<file path="config.mk">
export PLATFORM = sky130hd
export DESIGN_NAME = r2mdc_stage_sequencer_flat
export DESIGN_NICKNAME = d
export VERILOG_FILES = /design/src/rtl/r2mdc_stage_sequencer_pkg.sv /design/src/rtl/r2mdc_stage_sequencer_if.sv /design/src/rtl/r2mdc_stage_sequencer_valid_pipe.sv /design/src/rtl/r2mdc_stage_sequencer.sv /design/src/flat_wrapper.sv
export SDC_FILE = /design/constraint.sdc
export NUM_CORES = 1
export LEC_CHECK = 0
export ABC_AREA = 1
export BUFFER_PORTS_ARGS = -buffer_cell sky130_fd_sc_hd__buf_4
export CORE_MARGIN = 4
export CORE_UTILIZATION = 50
export CTS_CLUSTER_SIZE = 40
export DETAILED_ROUTE_END_ITERATION = 10
export GPL_TIMING_DRIVEN = 0
export PLACE_DENSITY = 0.73
export SETUP_SLACK_MARGIN = 0.02
export SLEW_MARGIN = 20
export SYNTH_ARGS = -nofsm -noshare
export SYNTH_HDL_FRONTEND = slang
export SYNTH_SLANG_ARGS = --single-unit
</file>
<file path="constraint.sdc">
create_clock -name CLK -period 1.75 [get_ports CLK]
set_clock_uncertainty 0.05 [all_clocks]
set_input_delay 0.175 -clock CLK [delete_from_list [all_inputs] [get_ports CLK]]
set_output_delay 0.175 -clock CLK [all_outputs]
set_load 0.02 [all_outputs]
</file>
<file path="src/rtl/r2mdc_stage_sequencer_pkg.sv">
// Shared constants, pair-index type and stage-timing helpers for the 64-point R2MDC sequencer.
package r2mdc_pkg;
    localparam int NUM_INPUTS_PER_PATH = 32;
    localparam int CW                  = $clog2(NUM_INPUTS_PER_PATH);
    localparam int NUM_STAGES          = $clog2(2 * NUM_INPUTS_PER_PATH);
    localparam int NUM_CM              = NUM_STAGES - 1;

    typedef logic [CW-1:0] pair_idx_t;

    typedef struct packed {
        logic      vld;
        logic      sop;
        pair_idx_t cnt;
    } pipe_ent_t;

    function automatic int stage_delay(input int k);
        return NUM_INPUTS_PER_PATH >> (k + 1);
    endfunction

    function automatic int stage_offset(input int k, input int bf_latency);
        int ofs;
        ofs = 0;
        for (int j = 0; j <= k; j++) begin
            ofs += stage_delay(j) + bf_latency;
        end
        return ofs;
    endfunction

    function automatic pair_idx_t bit_reverse(input pair_idx_t v);
        pair_idx_t r;
        for (int i = 0; i < CW; i++) begin
            r[i] = v[CW-1-i];
        end
        return r;
    endfunction
endpackage

</file>
<file path="src/rtl/r2mdc_stage_sequencer_if.sv">
// Sequencer control bundle: input pair strobes in, stage timing and frame-aligned outputs out.
// out_idx exists only when R2MDC_BITREV_OUT_EN is defined.
interface r2mdc_stage_sequencer_if;
    import r2mdc_pkg::*;

    logic                     in_valid;
    logic                     in_sop;
    pair_idx_t                cntr_IFFT_input_pairs;
    logic [NUM_CM*CW-1:0]     stage_cnt;
    logic [NUM_CM-1:0]        cm_swap;
    logic [NUM_STAGES*CW-1:0] tw_addr;
    logic                     out_valid;
    logic                     out_sop;
    logic                     busy;
    logic                     err;
`ifdef R2MDC_BITREV_OUT_EN
    pair_idx_t                out_idx;
`endif

    modport master (
        output in_valid, in_sop,
        input  cntr_IFFT_input_pairs, stage_cnt, cm_swap, tw_addr,
        input  out_valid, out_sop, busy, err
`ifdef R2MDC_BITREV_OUT_EN
        , input out_idx
`endif
    );

    modport slave (
        input  in_valid, in_sop,
        output cntr_IFFT_input_pairs, stage_cnt, cm_swap, tw_addr,
        output out_valid, out_sop, busy, err
`ifdef R2MDC_BITREV_OUT_EN
        , output out_idx
`endif
    );
endinterface

</file>
<file path="src/rtl/r2mdc_stage_sequencer_valid_pipe.sv">
// Shift register of {valid, sop, count} with count taps at every commutator offset; latency = depth.
// Backpressure: none, advances every cycle.
module r2mdc_valid_pipe
    import r2mdc_pkg::*;
#(
    parameter int BF_LATENCY = 1
) (
    input  logic      CLK,
    input  logic      RSTN,
    input  pipe_ent_t din,
    output pair_idx_t tap_cnt [NUM_CM],
    output logic      out_vld,
    output logic      out_sop,
    output logic      any_vld
);
    localparam int DEPTH = stage_offset(NUM_CM - 1, BF_LATENCY) + BF_LATENCY;

    // sr[i] holds the entry sampled i+1 cycles ago
    pipe_ent_t sr [DEPTH];

    always_ff @(posedge CLK or negedge RSTN) begin
        if (!RSTN) begin
            for (int i = 0; i < DEPTH; i++) begin
                sr[i] <= '0;
            end
        end else begin
            sr[0] <= din;
            for (int i = 1; i < DEPTH; i++) begin
                sr[i] <= sr[i-1];
            end
        end
    end

    always_comb begin
        any_vld = 1'b0;
        for (int i = 0; i < DEPTH; i++) begin
            any_vld = any_vld | sr[i].vld;
        end
    end

    for (genvar k = 0; k < NUM_CM; k++) begin : g_tap
        assign tap_cnt[k] = sr[stage_offset(k, BF_LATENCY) - 1].cnt;
    end

    assign out_vld = sr[DEPTH-1].vld;
    assign out_sop = sr[DEPTH-1].sop;
endmodule

</file>
<file path="src/rtl/r2mdc_stage_sequencer.sv">
// R2MDC stage sequencer: frame counter, per-commutator count/swap, twiddle addresses; out latency 37 cycles.
// Backpressure: none (gaps abort the frame); R2MDC_BITREV_OUT_EN adds bit-reversed out_idx.
module r2mdc_stage_sequencer
    import r2mdc_pkg::*;
#(
    parameter int BF_LATENCY = 1
) (
    input logic                    CLK,
    input logic                    RSTN,
    r2mdc_stage_sequencer_if.slave bus
);
    typedef enum logic {IDLE, RUN} state_t;

    state_t    state;
    pair_idx_t cnt_q;
    logic      err_q;

    pair_idx_t pair_idx;
    logic      frame_vld;
    pipe_ent_t pipe_in;
    pair_idx_t cm_tap_cnt [NUM_CM];
    logic      pipe_out_vld;
    logic      pipe_out_sop;
    logic      pipe_busy;

    logic [NUM_CM*CW-1:0]     stage_cnt_w;
    logic [NUM_CM-1:0]        cm_swap_w;
    logic [NUM_STAGES*CW-1:0] tw_addr_w;

    // An sop pair is index 0 even when it restarts a frame in progress
    assign pair_idx  = (bus.in_valid && bus.in_sop) ? '0 : cnt_q;
    // Stray valids outside a frame carry no data and never reach the output
    assign frame_vld = bus.in_valid && (state == RUN || bus.in_sop);

    always_comb begin
        pipe_in     = '0;
        pipe_in.vld = frame_vld;
        pipe_in.sop = frame_vld && bus.in_sop;
        pipe_in.cnt = frame_vld ? pair_idx : '0;
    end

    always_ff @(posedge CLK or negedge RSTN) begin
        if (!RSTN) begin
            state <= IDLE;
            cnt_q <= '0;
            err_q <= 1'b0;
        end else begin
            err_q <= 1'b0;
            case (state)
                IDLE: begin
                    if (bus.in_valid && bus.in_sop) begin
                        state <= RUN;
                        cnt_q <= pair_idx_t'(1);
                    end
                end
                RUN: begin
                    if (!bus.in_valid) begin
                        err_q <= 1'b1;
                        state <= IDLE;
                        cnt_q <= '0;
                    end else if (bus.in_sop) begin
                        err_q <= 1'b1;
                        cnt_q <= pair_idx_t'(1);
                    end else if (cnt_q == pair_idx_t'(NUM_INPUTS_PER_PATH - 1)) begin
                        // IDLE accepts the next sop in the following cycle, so back-to-back frames see no gap
                        state <= IDLE;
                        cnt_q <= '0;
                    end else begin
                        cnt_q <= cnt_q + pair_idx_t'(1);
                    end
                end
                default: state <= IDLE;
            endcase
        end
    end

    r2mdc_valid_pipe #(
        .BF_LATENCY (BF_LATENCY)
    ) u_valid_pipe (
        .CLK     (CLK),
        .RSTN    (RSTN),
        .din     (pipe_in),
        .tap_cnt (cm_tap_cnt),
        .out_vld (pipe_out_vld),
        .out_sop (pipe_out_sop),
        .any_vld (pipe_busy)
    );

    // D_k = 2^(CW-1-k), so the swap select is bit CW-1-k of the local count
    always_comb begin
        stage_cnt_w      = '0;
        cm_swap_w        = '0;
        tw_addr_w        = '0;
        tw_addr_w[CW-1:0] = pair_idx;
        for (int k = 0; k < NUM_CM; k++) begin
            stage_cnt_w[k*CW +: CW]     = cm_tap_cnt[k];
            cm_swap_w[k]                = cm_tap_cnt[k][CW-1-k];
            tw_addr_w[(k+1)*CW +: CW]   = cm_tap_cnt[k] << (k + 1);
        end
    end

    assign bus.cntr_IFFT_input_pairs = pair_idx;
    assign bus.stage_cnt             = stage_cnt_w;
    assign bus.cm_swap               = cm_swap_w;
    assign bus.tw_addr               = tw_addr_w;
    assign bus.out_valid             = pipe_out_vld;
    assign bus.out_sop               = pipe_out_sop;
    assign bus.busy                  = (state == RUN) || pipe_busy;
    assign bus.err                   = err_q;

`ifdef R2MDC_BITREV_OUT_EN
    pair_idx_t out_cnt_q;
    pair_idx_t out_pos;

    assign out_pos = pipe_out_sop ? '0 : out_cnt_q;

    always_ff @(posedge CLK or negedge RSTN) begin
        if (!RSTN) begin
            out_cnt_q <= '0;
        end else if (pipe_out_vld) begin
            out_cnt_q <= out_pos + pair_idx_t'(1);
        end
    end

    assign bus.out_idx = pipe_out_vld ? bit_reverse(out_pos) : '0;
`endif
endmodule

</file>
<file path="src/flat_wrapper.sv">
// flat-port wrapper written by rule: the top's interface ports become plain ports
module r2mdc_stage_sequencer_flat import r2mdc_pkg::*;
#(
    parameter int BF_LATENCY = 1
)
  (CLK, RSTN, bus_in_valid, bus_in_sop, bus_cntr_IFFT_input_pairs, bus_stage_cnt, bus_cm_swap, bus_tw_addr, bus_out_valid, bus_out_sop, bus_busy, bus_err);
  r2mdc_stage_sequencer_if bus_i ();
  input logic CLK;
  input logic RSTN;
  input wire logic [$bits(bus_i.in_valid)-1:0] bus_in_valid;
  input wire logic [$bits(bus_i.in_sop)-1:0] bus_in_sop;
  output wire logic [$bits(bus_i.cntr_IFFT_input_pairs)-1:0] bus_cntr_IFFT_input_pairs;
  output wire logic [$bits(bus_i.stage_cnt)-1:0] bus_stage_cnt;
  output wire logic [$bits(bus_i.cm_swap)-1:0] bus_cm_swap;
  output wire logic [$bits(bus_i.tw_addr)-1:0] bus_tw_addr;
  output wire logic [$bits(bus_i.out_valid)-1:0] bus_out_valid;
  output wire logic [$bits(bus_i.out_sop)-1:0] bus_out_sop;
  output wire logic [$bits(bus_i.busy)-1:0] bus_busy;
  output wire logic [$bits(bus_i.err)-1:0] bus_err;
  assign bus_i.in_valid = bus_in_valid;
  assign bus_i.in_sop = bus_in_sop;
  assign bus_cntr_IFFT_input_pairs = bus_i.cntr_IFFT_input_pairs;
  assign bus_stage_cnt = bus_i.stage_cnt;
  assign bus_cm_swap = bus_i.cm_swap;
  assign bus_tw_addr = bus_i.tw_addr;
  assign bus_out_valid = bus_i.out_valid;
  assign bus_out_sop = bus_i.out_sop;
  assign bus_busy = bus_i.busy;
  assign bus_err = bus_i.err;
  r2mdc_stage_sequencer #(.BF_LATENCY(BF_LATENCY)) u_core (.CLK(CLK), .RSTN(RSTN), .bus(bus_i));
endmodule
</file>
### Word level (Yosys, flattened, before mapping)

Cells that the tools add are included.

* output and inout port bits: 69
* word-level logic and storage cells: 173
* register bits: 261

* eq/ne operators: 2
* add/sub/neg operators: 1
* reduce and logical (&&, ||, !) cells: 5
* bitwise operators: 37
* multiplexer cells: 15

Operators by type and width (count)
* $or 1x1->1: 36
* $mux 5: 6
* $pmux 5 s2: 1
* $mux 1: 7
* $add 5x1->5 const B: 1
* $eq 5x5->1 const B: 1
* $logic_and 1x1->1: 3
* $logic_or 1x1->1: 2
* $ne 2x1->1 const B: 1
* $pmux 1 s2: 1
* $not 1->1: 1

### Depth between registers and ports, before layout

* depth after elaboration: 37
* depth in mapped cells: 7

### Modules after synthesis

A second synthesis with hierarchy kept.

* cell total of the unflattened synthesis: 404
* area total of the unflattened synthesis: 7357.1 sq um

By module, submodules not included
* r2mdc_valid_pipe: cells each 310, instances 1, area each 6671.4 sq um
* r2mdc_stage_sequencer: cells each 94, instances 1, area each 685.7 sq um

### Least setup slack after synthesis

No wires, ideal clock.

* path kind: reg-to-reg
* start: reg u_core.cnt_q[0]
* end: reg u_core.cnt_q[3]
* data arrival time: 1.283 ns
* slack: 0.343 ns
* required time: 1.626 ns
* cell stages (with the launch flop): 8
* cells stage by stage: dfrtp_1 ha_1 nand2_1 nor2_1 ha_1 nor3_2 nand3_1 o21ai_2

* word-level cells in the longest chain between the ends: 5
* elaborated cells between the ends (all ways): 6
* those cells by class: add/sub: 1; eq/ne: 1; mux: 4

RTL lines
* start: declaration: RTL line r2mdc_stage_sequencer.sv:15 `pair_idx_t cnt_q;`
* start signal: assignment: RTL line r2mdc_stage_sequencer.sv:53 `cnt_q <= pair_idx_t'(1);`
* start signal: assignment: RTL line r2mdc_stage_sequencer.sv:63 `cnt_q <= pair_idx_t'(1);`
* start signal: assignment: RTL line r2mdc_stage_sequencer.sv:69 `cnt_q <= cnt_q + pair_idx_t'(1);`
* $add 5x1->5 or $eq 5x5->1 (tied branches): RTL line r2mdc_stage_sequencer.sv:69, r2mdc_stage_sequencer.sv:64
* $mux 5 (*): RTL line r2mdc_stage_sequencer.sv:64 `end else if (cnt_q == pair_idx_t'(NUM_INPUTS_PER_PATH - 1)) begin`
* $mux 5 (*): RTL line r2mdc_stage_sequencer.sv:61 `end else if (bus.in_sop) begin`
* $mux 5 (*): RTL line r2mdc_stage_sequencer.sv:57 `if (!bus.in_valid) begin`
* $pmux 5 s2 (*): RTL line r2mdc_stage_sequencer.sv:49 `case (state)`

Mark *: on every way between the ends. The rest lies on a longest branch, timed or not.
A chain may end at the register's enable or synchronous reset.

### Worst setup path in the final report

* start: reg u_core.u_valid_pipe.sr[48] (netlist name)
* end: out bus_busy

* word-level cells in the longest chain between the ends: 8

RTL lines
* start: declaration: RTL line r2mdc_stage_sequencer_valid_pipe.sv:19 `pipe_ent_t sr [DEPTH];`
* start signal: indexed assignment: RTL line r2mdc_stage_sequencer_valid_pipe.sv:29 `sr[i] <= sr[i-1];`
* $or 1x1->1 (7 in series): RTL line r2mdc_stage_sequencer_valid_pipe.sv:37 `any_vld = any_vld | sr[i].vld;`
* $logic_or 1x1->1: RTL line r2mdc_stage_sequencer.sv:108 `assign bus.busy = (state == RUN) || pipe_busy;`
* end: declaration: RTL line flat_wrapper.sv:18 `output wire logic [$bits(bus_i.busy)-1:0] bus_busy;`

No other way between the ends.

==> results.json <==
{
  "routedWlPerCell_um": 13.7,
  "grt_max_degree": 111,
  "clkTransAtPathRegs_ns": 0.06,
  "grt_first_pass_wirelength_um": 16500,
  "vias_per_cell": 4.37,
  "setup_repair_after_global_routing_missed_its_margin": "true",
  "remaining_drc_errors": 0,
  "cts_setup_buffers": 0,
  "yosys_most_used_dff": "sky130_fd_sc_hd__dfrtp_1",
  "status": "finished clean",
  "crit_chain": "nor2_1 > nand4_1 > nor2_2 > nand2_1 > buf_6",
  "timing.critical_path.slowest_stage_cell": "sky130_fd_sc_hd__dfrtp_1",
  "synthCells": 399,
  "hp-class": "primary input to flop",
  "place_hpwl_um": 5440,
  "wirelength_um": 9720,
  "worstPathMaxFanout": 2,
  "globalplace.congestion": 0.751,
  "root_buffer": "sky130_fd_sc_hd__clkbuf_16",
  "crit_path_end_kind": "output port",
  "cellLeakagePower_nw": 4.83,
  "cellPowerDensity_nw_per_um2": 1300,
  "post_synth_instance_area_um2": 7360,
  "area_delta_synth_final_pct": 22.7,
  "die_y_um": 129,
  "die_x_um": 129,
  "crit-reg2reg-capture": "u_core.cnt_q[3]",
  "n_fill_cell": 1057,
  "routed-via-count": 3091,
  "num_antenna_cells": 0,
  "r2r_cells": 7,
  "critPathBufInv": 1,
  "max-clock-path-buffers": 3,
  "reg2reg_from": "u_core.cnt_q[0]",
  "synthesis.yosys.warnings": 0,
  "globalRouteOverflowTotal": 0,
  "initial_antenna_violation_count": 0,
  "synth_area_leader_cell": "sky130_fd_sc_hd__dfrtp_1",
  "pin_count": 73,
  "yosysSeqAreaShare_pct": 88.7,
  "timing.max_cap.violations": 0,
  "io_buffers": 57,
  "top_layer_used": "met4",
  "layout.cell_area.non_filler_um2": 9040,
  "synthesis.area_per_instance_um2": 18.5,
  "global_route.usage.total_pct": 12.3,
  "fmax_ghz": 0.576,
  "final_hold_viol_count": 0,
  "worst_setup_path_start_kind": "flop",
  "final_min_period_over_clock_period_pct": 99.2,
  "most_frequently_used_cell_type_in_the_post_synthesis_netlist": "sky130_fd_sc_hd__dfrtp_1",
  "cts_tree": "yes",
  "drt_first_iter_violations": 160,
  "crit_path_max_incr_delay_ns": 0.38,
  "yosys.area.top_type_share_pct": 88.7,
  "drive_above_1_share_pct": 32.6,
  "fp.dieArea_um2": 16700,
  "ys_ff_latch": 261,
  "met2_wirelength_from_detailed_routing_um": 4750,
  "final_power_mw": 11.7,
  "min_path_cells": 5,
  "wl_met1_um": 4120,
  "antenna_violating_nets_post_route": 0,
  "ctsHtreeMaxLevel": 1,
  "floorplan.rows": 44,
  "first_global_vias": 3270,
  "layout_min_cycle_time_ns": 1.74,
  "max-vdd-ir-drop_v": 0.000722,
  "placed_cell_area_um2": 8140,
  "cts.sink_count": 261,
  "finalSetupViolCount": 0,
  "clock_latency_ns": 0.49,
  "r2r_slack_ns": 0.11,
  "core-area_um2": 14500,
  "cp-startpoint": "u_core.u_valid_pipe.sr[48]",
  "drt_first_pass_iters": 4,
  "start_util_pct": 50.9,
  "synth_area_leaders": "sky130_fd_sc_hd__dfrtp_1, sky130_fd_sc_hd__buf_4, sky130_fd_sc_hd__nor2_1",
  "min_delay_worst_endpoint": "u_core.cnt_q[0]",
  "timing.final.max_slew_violations": 0,
  "synthArstFlopShare_pct": 100,
  "critical-path-top-delay-family": "simple AND/OR/NAND/NOR gates",
  "arrival_ns": 1.51,
  "holdCritStartpoint": "bus_in_valid",
  "critPathRequiredTime_ns": 1.52,
  "finish.net_count": 513,
  "worst-setup-path-type": "flop to output port",
  "routed-wl-met3_um": 647,
  "synth_cell_count_leaders": "sky130_fd_sc_hd__dfrtp_1, sky130_fd_sc_hd__buf_4, sky130_fd_sc_hd__nor2_1, sky130_fd_sc_hd__nand2_1, sky130_fd_sc_hd__inv_1",
  "yosys.cell_types.count": 21,
  "synth_edf_count": 0,
  "cts_inserted_buffers": 23
}
logic make-up after synthesis:
family | after synthesis | synth area share, %
AOI/OAI and AO/OA | 6 | 0.646
xor gates and xnor gates | 1 | 0.119
adders and majority gates | 2 | 0.340
buffers and inverters | 69 | 6.68
DFF | 261 | 88.7
other | 1 | 0.0509
and+or+nand+nor | 59 | 3.48
worst reg2reg max path, stage by stage, from the launching register on:
cell	delay, ns
sky130_fd_sc_hd__dfrtp_1	0.43
sky130_fd_sc_hd__ha_1	0.25
sky130_fd_sc_hd__nand2_1	0.11
sky130_fd_sc_hd__nor2_1	0.05
sky130_fd_sc_hd__ha_1	0.24
sky130_fd_sc_hd__nor3_2	0.24
sky130_fd_sc_hd__nand3_1	0.12
sky130_fd_sc_hd__o21ai_2	0.08
state kept, by name, summed over array words and instances, names as in the netlist:
signal	flops
u_core.u_valid_pipe.tap_cnt	25
u_core.u_valid_pipe.out_vld	1
u_core.u_valid_pipe.sr	227
u_core.u_valid_pipe.out_sop	1
u_core.cnt_q	5
u_core.bus.err	1
u_core.state	1
layout by cell type, fill, tap and decap left out, drive strengths merged:
cell type     instances
nand2                15
inv                   9
nand3                 3
xor2                  1
clkbuf               36
buf                 120
dfrtp               261
dlygate4sd3           8
dlymetal6s4s          1
nor2                 31
conb                 15
bufinv                1
a21oi                 1
nor3                  7
clkinv                5
o21ai                 3
nand4                 3
ha                    2
o22ai                 2
repair_timing:
action / in CTS / in global routing
hold endpoints to repair: 78 / 0
pin swaps: 4 / 1
gates resized for setup: 2 / 6
endpoints found under the setup margin: 1 / 93
cloned: 0 / 1
hold buffers: 9 / 0
report_power, final:
part / leakage, nW / switching [mW] / internal [mW]
Sequential: 3.52 / 0.103 / 6.25
Clock: 0.384 / 1.99 / 2.91
Combinational: 0.932 / 0.293 / 0.188
cell type report:
type,count,area [um^2],share of cell area (%)
inverters,8,30.0,0.332
repair buffers,69,612,6.77
plain buffers,61,462,5.11
well taps,184,230,2.55
clock inverters,7,63.8,0.706
flip-flops and latches,261,6530,72.3
multi-input cells,83,407,4.50
clock buffers,35,701,7.75
how the worst max path moves through the flow:
stage,end,slack (ns),cells after the start
2_1_floorplan,u_core.cnt_q[3],0.34,7
6_report,bus_busy,0.01,5
5_1_grt,bus_busy,-0.09,7
4_1_cts,bus_busy,-0.003,5
3_3_place_gp,u_core.u_valid_pipe.sr[253],-1.27,1
3_5_place_dp,u_core.cnt_q[3],0.17,7
stage by stage:
step | TNS, ns | hold WS [ns] | instances | util [%] | worst slack [ns]
6_report | 0 | 0.0392 | 708 | 62.4 | 0.0149
5_1_grt | -0.102 | 0.0567 | 708 | 62.4 | -0.0919
3_5_place_dp | 0 | 0.0946 | 656 | 56.2 | 0.172
3_3_place_gp | -326.20 | 0.282 | 654 | 55.8 | -1.27
4_1_cts | -0.00323 | 0.0106 | 707 | 62.2 | -0.00323
2_1_floorplan | 0 | -0.171 | 413 | - | 0.343
metal layers:
layer	global-route usage (%)	vias to the layer above
li1	-	1392
met1	17.7	1582
met2	18.8	91
met3	3.17	26
met4	4.01	0
met5	0	-
Note: power is estimated with default switching activity, not from simulation.
